### src/rtl/win_pkg.sv
// Shared types and defaults for the 3x3 window scan path: FSM states,
// RAM-rotation helper and default frame geometry.
package win_pkg;

  localparam int WIN_DATA_WIDTH = 8;
  localparam int WIN_WIDTH      = 10;
  localparam int WIN_HEIGHT     = 8;

  typedef enum logic [1:0] {
    S_IDLE   = 2'd0,
    S_ROW    = 2'd1,
    S_HBLANK = 2'd2,
    S_DONE   = 2'd3
  } state_t;

  // Three line-buffer RAMs rotate 0 -> 1 -> 2 -> 0
  function automatic logic [1:0] rot_next(input logic [1:0] rot);
    return (rot == 2'd2) ? 2'd0 : rot + 2'd1;
  endfunction

endpackage

### src/rtl/win_tag_pipe.sv
// Delay line for window-centre tags {valid,x,y}, LAT cycles deep.
// Latency: LAT cycles. No backpressure; synchronous flush clears every stage.
module win_tag_pipe #(
  parameter int LAT = 2,
  parameter int XW  = 4,
  parameter int YW  = 3
) (
  input  logic          clk,
  input  logic          rst_n,
  input  logic          flush,
  input  logic          in_vld,
  input  logic [XW-1:0] in_x,
  input  logic [YW-1:0] in_y,
  output logic          out_vld,
  output logic [XW-1:0] out_x,
  output logic [YW-1:0] out_y
);

  logic [LAT-1:0] vld_q;
  logic [XW-1:0]  x_q [LAT];
  logic [YW-1:0]  y_q [LAT];

  always_ff @(posedge clk or negedge rst_n) begin
    if (!rst_n) begin
      vld_q <= '0;
      for (int i = 0; i < LAT; i++) begin
        x_q[i] <= '0;
        y_q[i] <= '0;
      end
    end else if (flush) begin
      vld_q <= '0;
      for (int i = 0; i < LAT; i++) begin
        x_q[i] <= '0;
        y_q[i] <= '0;
      end
    end else begin
      vld_q[0] <= in_vld;
      x_q[0]   <= in_x;
      y_q[0]   <= in_y;
      for (int i = 1; i < LAT; i++) begin
        vld_q[i] <= vld_q[i-1];
        x_q[i]   <= x_q[i-1];
        y_q[i]   <= y_q[i-1];
      end
    end
  end

  assign out_vld = vld_q[LAT-1];
  assign out_x   = x_q[LAT-1];
  assign out_y   = y_q[LAT-1];

endmodule

### src/rtl/window_scan_ctrl.sv
// Raster-scan controller: x/y counters, line-buffer writes, row rotation, centre tags.
// Latency: writes 1 cycle after accept; ctr_valid 1+WIN_LAT cycles after accept.
// Backpressure: s_ready low outside ROW (idle, horizontal blank, done) and during abort.
module window_scan_ctrl
  import win_pkg::*;
#(
  parameter int  DATA_WIDTH = WIN_DATA_WIDTH,
  parameter int  WIDTH      = WIN_WIDTH,
  parameter int  HEIGHT     = WIN_HEIGHT,
  parameter int  HBLANK     = 2,
  parameter int  WIN_LAT    = 2,
  localparam int XW         = $clog2(WIDTH),
  localparam int YW         = $clog2(HEIGHT)
) (
  input  logic                  clk,
  input  logic                  rst_n,
  input  logic                  start,
  input  logic                  abort,
  input  logic                  s_valid,
  output logic                  s_ready,
  input  logic [DATA_WIDTH-1:0] s_data,
  output logic                  lb_wr_en,
  output logic [XW-1:0]         lb_addr,
  output logic [DATA_WIDTH-1:0] lb_wr_data,
  output logic [1:0]            lb_rot,
  output logic                  win_in_valid,
  output logic                  ctr_valid,
  output logic [XW-1:0]         ctr_x,
  output logic [YW-1:0]         ctr_y,
  output logic                  busy,
  output logic                  frame_done
);

  localparam int HW = (HBLANK > 1) ? $clog2(HBLANK) : 1;
  localparam logic [XW-1:0] X_LAST  = XW'(WIDTH - 1);
  localparam logic [YW-1:0] Y_LAST  = YW'(HEIGHT - 1);
  localparam logic [HW-1:0] HB_LAST = HW'((HBLANK > 0) ? HBLANK - 1 : 0);

  state_t        state_q, state_d;
  logic [XW-1:0] x_q, x_d;
  logic [YW-1:0] y_q, y_d;
  logic [1:0]    rot_q, rot_d;
  logic [HW-1:0] hcnt_q, hcnt_d;
  logic          accept;
  logic          tag_vld;
  logic [XW-1:0] tag_x;
  logic [YW-1:0] tag_y;

  // Abort gates the handshake so upstream never loses a pixel to a flushed frame
  assign accept = (state_q == S_ROW) && s_valid && !abort;

  always_comb begin
    state_d = state_q;
    x_d     = x_q;
    y_d     = y_q;
    rot_d   = rot_q;
    hcnt_d  = hcnt_q;
    case (state_q)
      S_IDLE: begin
        if (start) begin
          state_d = S_ROW;
          x_d     = '0;
          y_d     = '0;
          rot_d   = '0;
        end
      end
      S_ROW: begin
        if (accept) begin
          if (x_q == X_LAST) begin
            x_d = '0;
            if (y_q == Y_LAST) begin
              state_d = S_DONE;
            end else begin
              y_d     = y_q + 1'b1;
              rot_d   = rot_next(rot_q);
              hcnt_d  = '0;
              state_d = (HBLANK > 0) ? S_HBLANK : S_ROW;
            end
          end else begin
            x_d = x_q + 1'b1;
          end
        end
      end
      S_HBLANK: begin
        if (hcnt_q == HB_LAST) state_d = S_ROW;
        else                   hcnt_d  = hcnt_q + 1'b1;
      end
      S_DONE:  state_d = S_IDLE;
      default: state_d = S_IDLE;
    endcase
    if (abort) begin
      state_d = S_IDLE;
      x_d     = '0;
      y_d     = '0;
      rot_d   = '0;
      hcnt_d  = '0;
    end
  end

  always_ff @(posedge clk or negedge rst_n) begin
    if (!rst_n) begin
      state_q    <= S_IDLE;
      x_q        <= '0;
      y_q        <= '0;
      rot_q      <= '0;
      hcnt_q     <= '0;
      lb_wr_en   <= 1'b0;
      lb_addr    <= '0;
      lb_wr_data <= '0;
      lb_rot     <= '0;
      tag_vld    <= 1'b0;
      tag_x      <= '0;
      tag_y      <= '0;
    end else begin
      state_q  <= state_d;
      x_q      <= x_d;
      y_q      <= y_d;
      rot_q    <= rot_d;
      hcnt_q   <= hcnt_d;
      lb_wr_en <= accept;
      if (abort) begin
        lb_addr <= '0;
        lb_rot  <= '0;
      end else if (accept) begin
        lb_addr    <= x_q;
        lb_wr_data <= s_data;
        lb_rot     <= rot_q;
      end
      // Pixel (x,y) closes the unpadded window centred one row/column back
      tag_vld <= accept && (x_q >= XW'(2)) && (y_q >= YW'(2));
      tag_x   <= x_q - 1'b1;
      tag_y   <= y_q - 1'b1;
    end
  end

  assign s_ready      = (state_q == S_ROW) && !abort;
  assign win_in_valid = lb_wr_en;
  assign busy         = (state_q != S_IDLE);
  assign frame_done   = (state_q == S_DONE);

  win_tag_pipe #(
    .LAT (WIN_LAT),
    .XW  (XW),
    .YW  (YW)
  ) u_tag_pipe (
    .clk     (clk),
    .rst_n   (rst_n),
    .flush   (abort),
    .in_vld  (tag_vld),
    .in_x    (tag_x),
    .in_y    (tag_y),
    .out_vld (ctr_valid),
    .out_x   (ctr_x),
    .out_y   (ctr_y)
  );

endmodule

### config.mk
export PLATFORM = sky130hd
export DESIGN_NAME = window_scan_ctrl
export DESIGN_NICKNAME = d
export VERILOG_FILES = /design/src/rtl/win_pkg.sv /design/src/rtl/win_tag_pipe.sv /design/src/rtl/window_scan_ctrl.sv
export SDC_FILE = /design/constraint.sdc
export NUM_CORES = 1
export LEC_CHECK = 0
export CORE_ASPECT_RATIO = 1.75
export CORE_MARGIN = 10
export CORE_UTILIZATION = 55
export DETAILED_ROUTE_END_ITERATION = 8
export PLACE_DENSITY = 0.83
export SETUP_SLACK_MARGIN = 0.4
export SYNTH_ARGS = -nofsm -noshare
export SYNTH_HDL_FRONTEND = slang
export SYNTH_SLANG_ARGS = --single-unit
export TNS_END_PERCENT = 10
### constraint.sdc
create_clock -name clk -period 4.3 [get_ports clk]
set_clock_uncertainty 0.05 [all_clocks]
set_input_delay 0.86 -clock clk [delete_from_list [all_inputs] [get_ports clk]]
set_output_delay 0.86 -clock clk [all_outputs]
set_load 0.01 [all_outputs]
==> impl_metrics.env <==
export IMPL_cts_root_buf="clkbuf_8"
export IMPL_drt_iter0_drc=68
export IMPL_synth_largest_area_cell="dfrtp_1"
export IMPL_path_cells="clkdlybuf4s50_1 > or3b_4 > clkinv_2 > clkdlybuf4s50_1"
export IMPL_htree_levels=2
export IMPL_synth_edff_count=0
export IMPL_wl_per_cell_um=16.39
export IMPL_cts_buffer_depth=2
export IMPL_rr_worst_depth=6
export IMPL_worstHoldStart="tag_y[2]$_DFF_PN0_"
export IMPL_cts_resized_gates=0
export IMPL_die_w_um=67.47
export IMPL_num_vias=1349
export IMPL_syn2layout_area_growth_pct=19.56
export IMPL_clkLatencyLatePin_ps=290
export IMPL_grt_max_degree=52
export IMPL_cap_violations=0
export IMPL_viasPerCell=5.270
export IMPL_ys_ff_latch=51
export IMPL_gp_congestion=0.8479
export IMPL_avgSynthCellArea_um2=12.39
export IMPL_dr_pass1_iters=4
export IMPL_drc=0
export IMPL_clk_pin_slew_ps=90
export IMPL_nFillCells=316
export IMPL_overflow=0
export IMPL_synth_fp_nets=196
export IMPL_synth_top_area_frac=0.5886
export IMPL_fin_setup_tns_ps=0
export IMPL_synth_warnings=0
export IMPL_core_um2=3829
export IMPL_async_reset_ff_frac=1.000
export IMPL_grt_pass1_vias=1469
export IMPL_powerDensity_nw_per_um2=388.3
export IMPL_whs_path_depth=1
export IMPL_setup_violations=0
export IMPL_syn_inst=175
export IMPL_dp_hpwl_um=3157
export IMPL_seq_area_um2=1276
export IMPL_slowest_delay_ps=540
export IMPL_status="finished, final reports clean"
export IMPL_cts_buffers=5
export IMPL_clock_sinks=51
export IMPL_cp_max_fo=5
export IMPL_crit_slowest_cell="clkdlybuf4s50_1"
export IMPL_total_power_mw=1.007
export IMPL_start_util=0.5663
export IMPL_rsz0062_at_grt="false"
export IMPL_worstSetupPathType="in2out"
export IMPL_arrival_ps=2390
export IMPL_max_freq_ghz=0.3027
export IMPL_netlist_area_um2=2168
export IMPL_slew_headroom=0.2909
export IMPL_dieHeight_um=103.1
export IMPL_num_io_pins=40
export IMPL_hold_path_class="reg2reg"
export IMPL_grt_pass1_wl_um=7107
export IMPL_drv_slew=0
export IMPL_cts_tree="yes"
export IMPL_drtAntennaViolNets=0
export IMPL_crit_family="buffers and inverters"
export IMPL_antenna_found_initial=0
export IMPL_rows=30
export IMPL_insertedDiodeCount=0
export IMPL_p_leak_nw=1.182
export IMPL_totalWireLength_um=4197
export IMPL_layout_min_cycle_time_ps=3303
export IMPL_grtUsageTotal=0.1318
export IMPL_multi_input_area_um2=739.5
export IMPL_nets=228
export IMPL_fin_crit_sh=0.7682
export IMPL_ff2ff_setup_slack_ps=2380
export IMPL_yosys_most_used_dff="dfrtp_1"
export IMPL_hold_buffers=0
export IMPL_regToRegStartpoint="x_q[1]$_DFFE_PN0P_"
export IMPL_cp_start_kind="input port"
export IMPL_regToRegEndpoint="rot_q[0]$_DFFE_PN0P_"
export IMPL_critPathBufInv=3
export IMPL_path_common_cell="clkdlybuf4s50_1"
export IMPL_hold_path_end="u_tag_pipe.y_q[5]$_DFF_PN0_"
export IMPL_ys_types=35
export IMPL_worstMarginPinSlew_ps=1064
export IMPL_layout_drive_gt1_share=0.1058
export IMPL_io_buffer_count=39
export IMPL_cp_required_ps=3390
export IMPL_die_area_um2=6953
export IMPL_vdd_drop_max_mv=0.2421
export IMPL_synth_area_leaders="dfrtp_1 (59%), mux2_4 (5.5%), nor2b_1 (5.5%)"
export IMPL_crit_path_end_kind="output pin"
export IMPL_finalHoldViolations=0
export IMPL_cts_setup_buffers=0
export IMPL_yosysSeqAreaShare=0.5886
## how the worst max path moves through the flow
stage                      from  endpoint  slack, ps  cells after the start
after global placement    abort   s_ready       1000                      4
after CTS                 abort   s_ready        990                      4
after detailed placement  abort   s_ready       1000                      4
after floorplan           abort   s_ready       1910                      3
final                     abort   s_ready       1000                      4
after global routing      abort   s_ready        940                      4
## flip-flops by register name (all words and copies together), names as in the netlist
register and cells:
hcnt_q 1, lb_addr 4, lb_rot 2, lb_wr_data 8
lb_wr_en 1, rot_q 2, state_q 2, tag_vld 1
tag_x 4, tag_y 3, u_tag_pipe.out_x 4, u_tag_pipe.out_y 3
u_tag_pipe.vld_q 2, u_tag_pipe.x_q 4, u_tag_pipe.y_q 3, x_q 4
y_q 3
## synthesized netlist by cell type (2+ instances only)
cell	n
mux2_4	8
clkbuf_1	4
xor2_1	3
nor2b_1	19
buf_4	9
a21oi_1	4
a32o_1	2
nor3_1	5
dfrtp_1	51
nand3_1	8
o21ai_0	5
inv_1	9
nand2_1	6
mux2_2	2
ha_1	8
o21ai_1	2
nor2_1	8
mux2i_1	5
## area by class of cell
type                       instances  area share
tap                               48     0.02317
timing repair buffer              40      0.1515
inverter                          10     0.01496
sequential                        51      0.4923
multi-input combinational         99      0.2852
clock buffer                       6     0.02799
clock inverter                     2    0.004826
## logic make-up (layout without fill, tap and decap cells)
family,Yosys count,after routing,synth area share
multiplexers,15,15,0.08887
flip-flops,51,51,0.5886
AO/OA/AOI/OAI,20,20,0.06060
adder cells (fa/ha/maj),8,8,0.04616
buffers and inverters,25,58,0.07039
AND/OR/NAND/NOR,53,53,0.1333
XOR/XNOR,3,3,0.01212
## cell usage in the layout, fill, tap and decap left out, types with 3 or more instances in the layout
| cell | synthesis | routed |
|---|---|---|
| dfrtp_1 | 51 | 51 |
| nor2_1 | 8 | 8 |
| mux2_4 | 8 | 8 |
| clkdlybuf4s50_1 | 0 | 38 |
| nor3_1 | 5 | 5 |
| o21ai_0 | 5 | 5 |
| ha_1 | 8 | 8 |
| nand2_1 | 6 | 6 |
| a21oi_1 | 4 | 4 |
| nand3_1 | 8 | 8 |
| nor2b_1 | 19 | 19 |
| xor2_1 | 3 | 3 |
| inv_1 | 9 | 9 |
| clkbuf_8 | 0 | 5 |
| mux2i_1 | 5 | 5 |
## stage by stage
| stage | instance area [um^2] | hold WS, ps | util | cells | setup slack, ps |
|---|---|---|---|---|---|
| 5_1_grt | 2592 | 447.3 | 0.6771 | 256 | 940.9 |
| 4_1_cts | 2592 | 426.6 | 0.6771 | 256 | 990.2 |
| 6_report | 2592 | 418.5 | 0.6771 | 256 | 996.8 |
| 3_3_place_gp | 2507 | 394.2 | 0.6549 | 248 | 1003 |
| 3_5_place_dp | 2507 | 406.8 | 0.6549 | 248 | 1000 |
| 2_1_floorplan | 2168 | 388.5 | - | 175 | 1913 |
## layer usage
metal	up-vias	routed length (um)	track usage
met2	37	2239	0.2295
met3	10	246	0.03156
met1	658	1596	0.1482
met5	-	0	0
li1	644	-	-
met4	0	115	0.05079
## report_power, final
group	switching (mW)	internal, mW
logic	0.0832	0.116
registers	0.0262	0.524
clock network	0.143	0.114
total	0.253	0.754
Power figures use the tool's default switching activity.
